**src/rtl/uart_pkg.sv**
```systemverilog
// Shared types and constants for the UART receive path.
package uart_pkg;

  localparam int UART_DATA_BITS = 8;

  typedef enum logic [2:0] {
    IDLE,
    START,
    DATA,
    PARITY,
    STOP,
    BREAK
  } rx_state_t;

  typedef logic [7:0] uart_byte_t;

endpackage

```
**src/rtl/uart_sync.sv**
```systemverilog
// Generic two-flop synchronizer with a configurable reset value.
module uart_sync #(
  parameter logic RESET_VAL = 1'b0
) (
  input  logic clk,
  input  logic rstn,
  input  logic d,
  output logic q
);

  logic meta;

  always_ff @(posedge clk or negedge rstn) begin
    if (!rstn) begin
      meta <= RESET_VAL;
      q    <= RESET_VAL;
    end else begin
      meta <= d;
      q    <= meta;
    end
  end

endmodule

```
**src/rtl/uart_receiver.sv**
```systemverilog
// Oversampling 8N1 UART receiver: mid-bit sampling, framing-error detection and break recovery.
// Defining UART_RX_PARITY_EN switches framing to 8E1 and adds the parity_err output.
module uart_receiver
  import uart_pkg::*;
#(
  parameter int NUM_CLKS_PER_BIT = 16
) (
  input  logic       rx_clk,
  input  logic       rx_rstn,
  input  logic       rx,
  output logic [7:0] rx_dout,
  output logic       rx_done,
  output logic       frame_err,
`ifdef UART_RX_PARITY_EN
  output logic       parity_err,
`endif
  output logic       rx_busy
);

  localparam int CW = $clog2(NUM_CLKS_PER_BIT);
  typedef logic [CW-1:0] cnt_t;

  localparam cnt_t CNT_HALF = cnt_t'(NUM_CLKS_PER_BIT / 2 - 1);
  localparam cnt_t CNT_LAST = cnt_t'(NUM_CLKS_PER_BIT - 1);
  localparam logic [2:0] IDX_LAST = 3'(UART_DATA_BITS - 1);

  if (NUM_CLKS_PER_BIT < 4 || (NUM_CLKS_PER_BIT % 2) != 0) begin : g_bad_clks_per_bit
    $error("uart_receiver: NUM_CLKS_PER_BIT must be even and >= 4");
  end

  rx_state_t  state, state_next;
  cnt_t       clk_cnt, cnt_next;
  logic [2:0] bit_idx, idx_next;
  uart_byte_t shift_reg, shift_next;
  uart_byte_t dout_next;
  logic       done_next, ferr_next;
  logic       rx_s;
`ifdef UART_RX_PARITY_EN
  logic       parity_bit, parity_bit_next, perr_next;
`endif

  uart_sync #(.RESET_VAL(1'b1)) u_sync (
    .clk  (rx_clk),
    .rstn (rx_rstn),
    .d    (rx),
    .q    (rx_s)
  );

  always_ff @(posedge rx_clk or negedge rx_rstn) begin
    if (!rx_rstn) begin
      state      <= IDLE;
      clk_cnt    <= '0;
      bit_idx    <= '0;
      shift_reg  <= '0;
      rx_dout    <= '0;
      rx_done    <= 1'b0;
      frame_err  <= 1'b0;
`ifdef UART_RX_PARITY_EN
      parity_bit <= 1'b0;
      parity_err <= 1'b0;
`endif
    end else begin
      state      <= state_next;
      clk_cnt    <= cnt_next;
      bit_idx    <= idx_next;
      shift_reg  <= shift_next;
      rx_dout    <= dout_next;
      rx_done    <= done_next;
      frame_err  <= ferr_next;
`ifdef UART_RX_PARITY_EN
      parity_bit <= parity_bit_next;
      parity_err <= perr_next;
`endif
    end
  end

  always_comb begin
    state_next = state;
    cnt_next   = clk_cnt + cnt_t'(1);
    idx_next   = bit_idx;
    shift_next = shift_reg;
    dout_next  = rx_dout;
    done_next  = 1'b0;
    ferr_next  = 1'b0;
`ifdef UART_RX_PARITY_EN
    parity_bit_next = parity_bit;
    perr_next       = 1'b0;
`endif

    case (state)
      IDLE: begin
        cnt_next = '0;
        if (!rx_s) state_next = START;
      end
      START: begin
        // A line that is high again at mid-start-bit was a glitch
        if (clk_cnt == CNT_HALF) state_next = rx_s ? IDLE : DATA;
      end
      DATA: begin
        if (clk_cnt == CNT_LAST) begin
          cnt_next   = '0;
          shift_next = {rx_s, shift_reg[7:1]};
          idx_next   = bit_idx + 3'd1;
          if (bit_idx == IDX_LAST) begin
`ifdef UART_RX_PARITY_EN
            state_next = PARITY;
`else
            state_next = STOP;
`endif
          end
        end
      end
`ifdef UART_RX_PARITY_EN
      PARITY: begin
        if (clk_cnt == CNT_LAST) begin
          parity_bit_next = rx_s;
          state_next      = STOP;
        end
      end
`endif
      STOP: begin
        if (clk_cnt == CNT_LAST) begin
          if (rx_s) begin
            state_next = IDLE;
`ifdef UART_RX_PARITY_EN
            if (^{shift_reg, parity_bit}) begin
              perr_next = 1'b1;
            end else begin
              dout_next = shift_reg;
              done_next = 1'b1;
            end
`else
            dout_next = shift_reg;
            done_next = 1'b1;
`endif
          end else begin
            ferr_next  = 1'b1;
            state_next = BREAK;
          end
        end
      end
      BREAK: begin
        cnt_next = '0;
        if (rx_s) state_next = IDLE;
      end
      default: state_next = IDLE;
    endcase

    if (state_next != state) begin
      cnt_next = '0;
      idx_next = '0;
    end
  end

  assign rx_busy = (state != IDLE);

endmodule

```
**config.mk**
```make
export PLATFORM = sky130hd
export DESIGN_NAME = uart_receiver
export DESIGN_NICKNAME = d
export VERILOG_FILES = /design/src/rtl/uart_pkg.sv /design/src/rtl/uart_sync.sv /design/src/rtl/uart_receiver.sv
export SDC_FILE = /design/constraint.sdc
export NUM_CORES = 1
export LEC_CHECK = 0
export ABC_AREA = 1
export CORE_AREA = 2 2 63 65
export CTS_CLUSTER_SIZE = 12
export DETAILED_ROUTE_END_ITERATION = 10
export DIE_AREA = 0 0 65 67
export REMOVE_ABC_BUFFERS = 1
export SYNTH_ARGS = -nofsm -noshare
export SYNTH_HDL_FRONTEND = slang
export SYNTH_SLANG_ARGS = --single-unit
```
**constraint.sdc**
```tcl
create_clock -name rx_clk -period 1.8 [get_ports rx_clk]
set_input_delay 0.36 -clock rx_clk [delete_from_list [all_inputs] [get_ports rx_clk]]
set_output_delay 0.36 -clock rx_clk [all_outputs]
set_load 0.01 [all_outputs]
```
* Yosys cells after proc, flatten, opt, wreduce, memory -nomap -nowiden
Index checks and enable logic that the tools add are counted.
Widths: inputs -> output; s select.
** Storage, ports and cells
- Flip-flop bits (word level) :: 30
- Logic and storage cells :: 48
- Output and inout bits :: 11
** Operators by class
- Add/subtract/negate cells :: 2
- Multiplexer cells :: 21
- Reductions and logical operators :: 8
- Equal/unequal tests :: 8
** Operators by type and width (number)
- $mux 3 :: 10
- $pmux 3 s5 :: 1
- $eq 3x3->1 const B :: 3
- $mux 4 :: 2
- $pmux 4 s2 :: 1
- $mux 1 :: 6
- $add 4x1->4 const B :: 1
- $eq 4x3->1 const B :: 1
- $eq 4x4->1 const B :: 1
- $reduce_and 2->1 :: 2
- $reduce_bool 2->1 :: 2
- $add 3x1->3 const B :: 1
- $eq 3x1->1 const B :: 1
- $eq 3x2->1 const B :: 1
- $logic_not 3->1 :: 1
- $ne 3x3->1 :: 1
- $reduce_and 3->1 :: 1
- $reduce_bool 3->1 :: 1
- $mux 2 :: 1
- $reduce_or 2->1 :: 1

* Longest topological paths before layout
Gate-level depths: netlist of the first run.
- Depth in word-level cells :: 7
- Gate-level depth with buffers :: 10
- Mapped depth without buffers :: 10

* By module
From an unflattened synthesis of the first run, not the netlist that was laid out.
** Second synthesis, totals
- Cells, all modules :: 150
- Area total of the unflattened synthesis :: 1348.8 µm²
** Modules (own cells, without submodules)
- uart_receiver :: cells an instance 148, area an instance 1296.2 µm², sequential area each 700.7 µm², times used 1
- uart_sync :: cells an instance 2, area an instance 52.6 µm², sequential area each 52.6 µm², times used 1

* Least setup slack after synthesis of the first run
Ideal clock, no wire load.
- Path type :: reg-to-reg
- Start point :: register clk_cnt[0]
- End point :: register bit_idx[0]
- Cell stages (with the launch flop) :: 11
- Required time :: 1.731 ns
- Data arrival time :: 1.363 ns
- Path slack :: 0.368 ns
- Library setup time :: 0.069 ns
- Path buffers :: 0
- Period minus slack after synthesis :: 1.432 ns
- Path through :: dfrtp_1 ha_1 nand2_1 clkinv_1 nand2_1 nand2_1 nand3_1 nand2_1 nor2_4 nand2_4 nor2_2
** On the way
- Longest elaborated chain between the ends :: 6
- Elaborated cells on any way between the ends :: 11
- Those cells by class :: eq/ne: 3; mux: 5; reduce/logical: 3
** RTL lines
- start, declared :: line uart_receiver.sv:32 : cnt_t clk_cnt, cnt_next;
- start signal, assigned :: line uart_receiver.sv:64 : clk_cnt <= cnt_next;
- $eq 4x4->1 or $eq 4x3->1 (tied branches) :: line uart_receiver.sv:100, uart_receiver.sv:122, uart_receiver.sv:97
- $mux 3 (on tied branches) :: line uart_receiver.sv:122, uart_receiver.sv:97, uart_receiver.sv:100
- $pmux 3 s5 :: line uart_receiver.sv:90 : case (state)
- $ne 3x3->1 :: line uart_receiver.sv:149 : if (state_next != state) begin
- $reduce_bool 2->1 (no line)
- $reduce_and 2->1 (no line)
- end signal, assigned :: line uart_receiver.sv:65 : bit_idx <= idx_next;
- end, declared :: line uart_receiver.sv:33 : logic [2:0] bit_idx, idx_next;
Parallel ways exist; a longest one is shown, timed or not.
A chain may end at the register's enable or synchronous reset.

* Worst setup path in the final report of the first run
Same ends and word-level chain as after synthesis.

==> results of run 1 <==
## how the worst max path moves through the flow
stage	endpoint	depth (start not counted)	startpoint	slack, ns
finish	bit_idx[0]	10	clk_cnt[0]	0.21
global route	bit_idx[0]	10	clk_cnt[0]	0.05
CTS	rx_busy	3	state[0]	0.02
detailed placement	bit_idx[0]	10	clk_cnt[0]	0.21
global placement	clk_cnt[2]	10	clk_cnt[0]	0.27
floorplan	bit_idx[1]	5	clk_cnt[0]	0.21
## per-layer routing
| metal | part of all wire (%) | up-vias | routed length (µm) | track usage [%] |
|---|---|---|---|---|
| li1 | - | 509 | - | - |
| met1 | 45 | 472 | 1100 | 15.1 |
| met2 | 48 | 25 | 1180 | 22.6 |
| met3 | 3.4 | 6 | 83 | 4.05 |
| met4 | 2.6 | 0 | 64 | 9.31 |
| met5 | 0 | - | 0 | 0 |
## power groups by stage
stage                     logic, mW  registers, mW  clock network [mW]
after global placement        0.470          0.787                   0
final                         0.470          0.783               0.687
after detailed placement      0.475          0.792                   0
after floorplan               0.377          0.780                   0
after global routing          0.532          0.791               0.739
after CTS                     0.481          0.784               0.706
## timing repair
item / in CTS / in global routing
endpoints found under the setup margin: 1 / 1
gates resized for setup: 3 / 1
setup buffers: 1 / 0
## synthesized netlist by cell type
cell	instances
xnor2_1	1
nand2_4	1
nand2_1	29
nand3_2	2
a21oi_1	1
nand3_1	8
ha_1	3
mux2i_1	2
buf_2	1
clkinv_1	2
o21ai_1	1
nor2_2	10
inv_1	16
dfstp_2	2
o21ai_0	9
buf_6	2
inv_2	2
o21ai_2	8
nor2_1	7
nand3_4	1
nand4_1	2
dfrtp_1	28
nand2_2	8
nor2_4	1
## placed cells by master, fill, tap and decap left out, types with 2 or more instances in the layout
| cell | count |
|---|---|
| buf_4 | 3 |
| clkbuf_8 | 6 |
| clkdlybuf4s50_1 | 12 |
| clkinv_1 | 2 |
| dfrtp_1 | 26 |
| dfrtp_2 | 2 |
| dfstp_2 | 2 |
| ha_1 | 3 |
| inv_1 | 16 |
| inv_2 | 2 |
| mux2i_1 | 2 |
| nand2_1 | 29 |
| nand2_2 | 8 |
| nand3_1 | 8 |
| nand3_2 | 2 |
| nand4_1 | 2 |
| nor2_1 | 7 |
| nor2_2 | 9 |
| nor2_4 | 2 |
| o21ai_0 | 9 |
| o21ai_2 | 8 |
## cell type report
| class | count | area, µm² | area share (%) |
|---|---|---|---|
| well taps | 48 | 60.1 | 3.46 |
| inverters | 20 | 75.1 | 4.33 |
| clock buffers | 6 | 82.6 | 4.76 |
| repair buffers | 17 | 175 | 10.1 |
| multi-input cells | 94 | 557 | 32.1 |
| clock inverters | 1 | 30.0 | 1.73 |
| flip-flops and latches | 30 | 756 | 43.5 |
## critical path: stages (launching register included)
cell and delay [ns]:
dfrtp_1 0.41, ha_1 0.27, nand2_1 0.11, clkinv_1 0.08, nand2_1 0.10, nand2_1 0.06, nand3_1 0.08, nand2_1 0.09
nor2_4 0.14, nand2_4 0.10, nor2_2 0.09
## logic make-up (layout without fill, tap and decap cells)
kind of cell	Yosys count	after routing	synth area share, %
AOI/OAI and AO/OA	19	19	8.89
buffers and inverters	23	44	7.29
xor gates and xnor gates	1	1	0.622
muxes	2	2	1.42
and+or+nand+nor	69	69	25.6
adders and majority gates	3	3	2.67
DFF	30	30	53.5
## metrics by stage
stage,power (mW),utilization [%],std cells,setup slack [ns],area [µm²]
2_1_floorplan,1.16,-,144,0.214,1380
3_3_place_gp,1.26,44.5,208,0.272,1610
3_5_place_dp,1.27,44.5,208,0.213,1610
4_1_cts,1.97,48.1,216,0.0207,1730
5_1_grt,2.06,48.1,216,0.0538,1740
6_report,1.94,48.1,216,0.206,1740
==> parameters.txt, run 1 <==
Parameter                              Value

Floorplan
  Core ar. ... 3610 µm²
  Horizontal die dimension ... 65 µm
  Die area ... 4360 µm²
  Initial Util ... 39.0%
  Floorplan row count ... 22
  Height of the chip ... 67 µm
  I/O pin count ... 14

STA
  Highest Clock Rate ... 628 MHz
  Headroom to the max-slew limit ... 75.4%
  Minimum clock period ... 1.59 ns
  Unrepaired setup endpoints after global routing ... no
  Final hold viol count ... 0
  Share of the clock period used by the worst path after layout ... 88.5%
  Actual slew at the worst max-slew pin ... 0.369 ns
  Count of endpoints failing setup in the final report ... 0
  Number of pins exceeding their max-slew limit in the final report ... 0
  Worst setup skew after layout ... 0.00851 ns
  Worst Hold Margin ... 0.358 ns
  Setup TNS ... 0 ns

Worst setup path
  Endpoint of the most critical register-to-register path ... bit_idx[0]
  Launching point of the worst reg2reg path ... clk_cnt[0]
  Required time reported for the critical path endpoint ... 2.01 ns
  Register-to-register setup slack ... 0.21 ns
  Number of cells on the worst reg-to-reg path ... 10
  Category of the worst setup path capture point ... flip-flop
  Critical-path maximum fanout ... 7
  Data arrival time of the critical path ... 1.80 ns
  Startpoint Class ... flip-flop
  Worst setup path category ... flip-flop to flip-flop

Power
  Power per standard cell area ... 1120 nW/µm²
  IR drop worst, VDD ... 0.423 mV
  Cell-internal power ... 1.33 mW
  Clk pwr share ... 35.4%
  Leak pwr ... 0.794 nW
  Switch Pwr ... 0.612 mW
  Fraction of power spent switching nets ... 31.5%
  Part of the power in registers ... 40.4%
  Power share of the combinational group ... 24.2%

Global routing
  Global-route wire length before repair ... 4400 µm
  Pin count of the biggest net entering global routing ... 31
  Antenna violations before repair ... 0
  Vias in the first global route ... 1050
  Residual overflow from global routing ... 0
  Gr usage total ... 13.6%

Yosys
  Cell taking the most area after synthesis ... dfrtp_1
  Mean Syn Cell Area ... 9.58 µm²
  Ranking of synthesized cells by area ... dfrtp_1 (50%), nand2_1 (7.7%), o21ai_2 (5.0%), nor2_2 (4.4%), inv_1 (4.3%)
  Yosys top cell area share ... 49.8%
  Number of distinct library cells after synthesis ... 24
  Number of flip-flops and latches in the synthesized netlist ... 30
  Post-synthesis sequential area ratio ... 53.5%
  Syn Inst Count ... 147
  Synth warnings ... 0
  Post-synthesis instance area ... 1410 µm²

Worst hold path
  Startpoint of the worst hold path ... u_sync.meta
  Number of stages on the worst hold path ... 0
  Path class of the lowest-slack min-delay path ... flip-flop to flip-flop
  Endpoint of the worst hold-timing path ... u_sync.q

Clocking
  Hold Buf Count CTS ... 0
  Clock transition at path regs ... 0.06 ns
  Max Buffers Root-to-Sink ... 2
  CTS sink cnt ... 30
  Clk Latency, worst-skew pair ... 0.28 ns
  Deepest level of the CTS H-tree ... 2
  Clock buffers created by TritonCTS ... 5
  TritonCTS clock tree ... yes
  Clock root buffer master ... clkbuf_8

Status
  Status ... finished, final reports clean

Drt
  Number of iterations in the first detailed-routing pass ... 4
  WL final ... 2430 µm
  DR vias ... 1012
  Detail Route Antenna Nets ... 0
  Number of design-rule violations left by the first detailed-router iteration ... 48
  Average routed wire per standard cell ... 11.2 µm
  DRC violations left ... 0
  Number of vias per cell ... 4.69

Final layout
  Inserted Diodes ... 0
  Fraction of final layout cells sized beyond drive strength 1 ... 28.6%
  Final nets ... 174
  Layout area overhead ... 23.3%
  Fill count ... 348

Placed design
  Port bufs ... 13
  Gp weighted congestion ... 0.861
  Detailed placement HPWL ... 1730 µm

Run
  Count of max-cap constraint violations ... 0
Note: power is estimated with default switching activity, not from simulation.
==> run 2: changes to the inputs <==
--- a/config.mk
+++ b/config.mk
@@ -10,6 +10,7 @@
 export CTS_CLUSTER_SIZE = 12
 export DETAILED_ROUTE_END_ITERATION = 10
 export DIE_AREA = 0 0 65 67
+export GPL_TIMING_DRIVEN = 0
 export REMOVE_ABC_BUFFERS = 1
 export SYNTH_ARGS = -nofsm -noshare
 export SYNTH_HDL_FRONTEND = slang
==> constraint.sdc (replaced) <==
create_clock -name rx_clk -period 1.95 [get_ports rx_clk]
set_input_delay 0.39 -clock rx_clk [delete_from_list [all_inputs] [get_ports rx_clk]]
set_output_delay 0.39 -clock rx_clk [all_outputs]
set_load 0.01 [all_outputs]
==> parameters.txt, run 2 (synthesis results as in run 1) <==
Parameter                              Value

Status
  Status ... finished, final reports clean

Clocking
  Clk Latency, worst-skew pair ... 0.28 ns
  CTS sink cnt ... 30
  Clock transition at path regs ... 0.06 ns
  Clock buffers created by TritonCTS ... 5
  Max Buffers Root-to-Sink ... 2
  Setup Buffers After CTS ... 0
  Clock root buffer master ... clkbuf_8
  TritonCTS clock tree ... yes
  Deepest level of the CTS H-tree ... 2

Drt
  WL final ... 2290 µm
  Number of iterations in the first detailed-routing pass ... 4
  Number of vias per cell ... 4.63
  Detail Route Antenna Nets ... 0
  DR vias ... 986
  Average routed wire per standard cell ... 10.7 µm
  DRC violations left ... 0
  Number of design-rule violations left by the first detailed-router iteration ... 50

STA
  Headroom to the max-slew limit ... 57.1%
  Minimum clock period ... 1.85 ns
  Number of pins exceeding their max-slew limit in the final report ... 0
  Share of the clock period used by the worst path after layout ... 94.7%
  Worst setup skew after layout ... 0.00249 ns
  Unrepaired setup endpoints after global routing ... no
  Final hold viol count ... 0
  Actual slew at the worst max-slew pin ... 0.643 ns
  Final WS setup ... 0.103 ns
  Count of endpoints failing setup in the final report ... 0
  Highest Clock Rate ... 541 MHz

Worst setup path
  Worst setup path category ... flip-flop to output pin
  Number of cells on the worst reg-to-reg path ... 5
  Required time reported for the critical path endpoint ... 1.56 ns
  Launching point of the worst reg2reg path ... clk_cnt[0]
  Startpoint Class ... flip-flop
  Category of the worst setup path capture point ... output pin
  Register-to-register setup slack ... 0.34 ns
  Critical-path maximum fanout ... 7
  Endpoint of the most critical register-to-register path ... bit_idx[2]
  Data arrival time of the critical path ... 1.46 ns

Global routing
  Global-route wire length before repair ... 4090 µm
  Residual overflow from global routing ... 0
  Antenna violations before repair ... 0
  Vias in the first global route ... 950
  Gr usage total ... 12.8%
  Pin count of the biggest net entering global routing ... 31

Floorplan
  Initial Util ... 39.0%
  I/O pin count ... 14
  Height of the chip ... 67 µm
  Horizontal die dimension ... 65 µm
  Die area ... 4360 µm²
  Core ar. ... 3610 µm²
  Floorplan row count ... 22

Final layout
  Layout area overhead ... 18.8%
  Inserted Diodes ... 0
  Fraction of final layout cells sized beyond drive strength 1 ... 27.3%
  Most common library cell in the layout ignoring fill and taps ... nand2_1
  Final nets ... 170
  Highest-count cells in the layout ignoring fill and taps ... nand2_1 (29), dfrtp_1 (27), inv_1 (16)

Worst hold path
  Path class of the lowest-slack min-delay path ... input pin to asynchronous set/reset pin

Power
  Power share of the combinational group ... 25.8%
  Clk pwr share ... 30.7%
  Cell-internal power ... 1.10 mW
  Total Power ... 1.66 mW
  Power per standard cell area ... 995 nW/µm²
  IR drop worst, VDD ... 0.368 mV
  Fraction of power spent switching nets ... 33.9%
  Leak pwr ... 0.755 nW
  Switch Pwr ... 0.564 mW
  Part of the power in registers ... 43.5%

Placed design
  Gp weighted congestion ... 0.798
  Port bufs ... 13
  Post-Place Setup Slack ... -0.0326 ns
  Detailed placement HPWL ... 1600 µm

Run
  Count of max-cap constraint violations ... 0
## run 2: timing repair
action	4_1_cts	5_1_grt
gates resized for setup	0	3
hold endpoints to repair	0	0
setup endpoints to repair	0	6
hold buffers	0	0
## run 2: through the flow
| step | std cells | setup TNS, ns | hold WS, ns | area, µm² | utilization (%) |
|---|---|---|---|---|---|
| after floorplan | 144 | 0 | 0.0944 | 1380 | - |
| after global placement | 205 | -0.0755 | 0.348 | 1570 | 43.5 |
| after detailed placement | 205 | -0.871 | 0.348 | 1570 | 43.5 |
| after CTS | 213 | 0 | 0.357 | 1670 | 46.2 |
| after global routing | 213 | 0 | 0.180 | 1670 | 46.4 |
| final | 213 | 0 | 0.135 | 1670 | 46.4 |
## run 2: per-layer routing
layer,track usage [%],vias up,share of wire [%]
li1,-,499,-
met5,0,-,0
met1,15.3,465,46
met2,20.2,17,48
met3,4.56,5,3.8
met4,6.38,0,1.9
## run 2: cell type report
type	instances	area [µm²]
Multi-Input combinational cell	94	562
Inverter	20	75.1
Clock buffer	6	82.6
Tap cell	48	60.1
Clock inverter	2	12.5
Fill cell	353	1930
Timing Repair Buffer	13	125
Sequential cell	30	754
## run 2: worst max-delay path, stage by stage (launching register included)
cell	delay, ns
dfrtp_2	0.47
nor2_4	0.17
nand2_2	0.07
clkdlybuf4s50_1	0.47
## run 2: how the worst max path moves through the flow
stage,startpoint,to,slack [ns],depth (start not counted)
global placement,rx_rstn,frame_err,-0.004,1
global route,state[0],rx_busy,0.01,3
CTS,state[2],rx_busy,0.01,3
finish,state[2],rx_busy,0.10,3
detailed placement,rx_rstn,state[0],-0.03,1
floorplan,clk_cnt[0],bit_idx[1],0.36,5
## run 2: power by group through the flow
| stage | Combinational, mW | Sequential (mW) | Clock (mW) |
|---|---|---|---|
| finish | 0.430 | 0.723 | 0.511 |
| global route | 0.497 | 0.731 | 0.571 |
| CTS | 0.436 | 0.721 | 0.531 |
| detailed placement | 0.434 | 0.732 | 0 |
| global placement | 0.433 | 0.727 | 0 |
| floorplan | 0.348 | 0.720 | 0 |
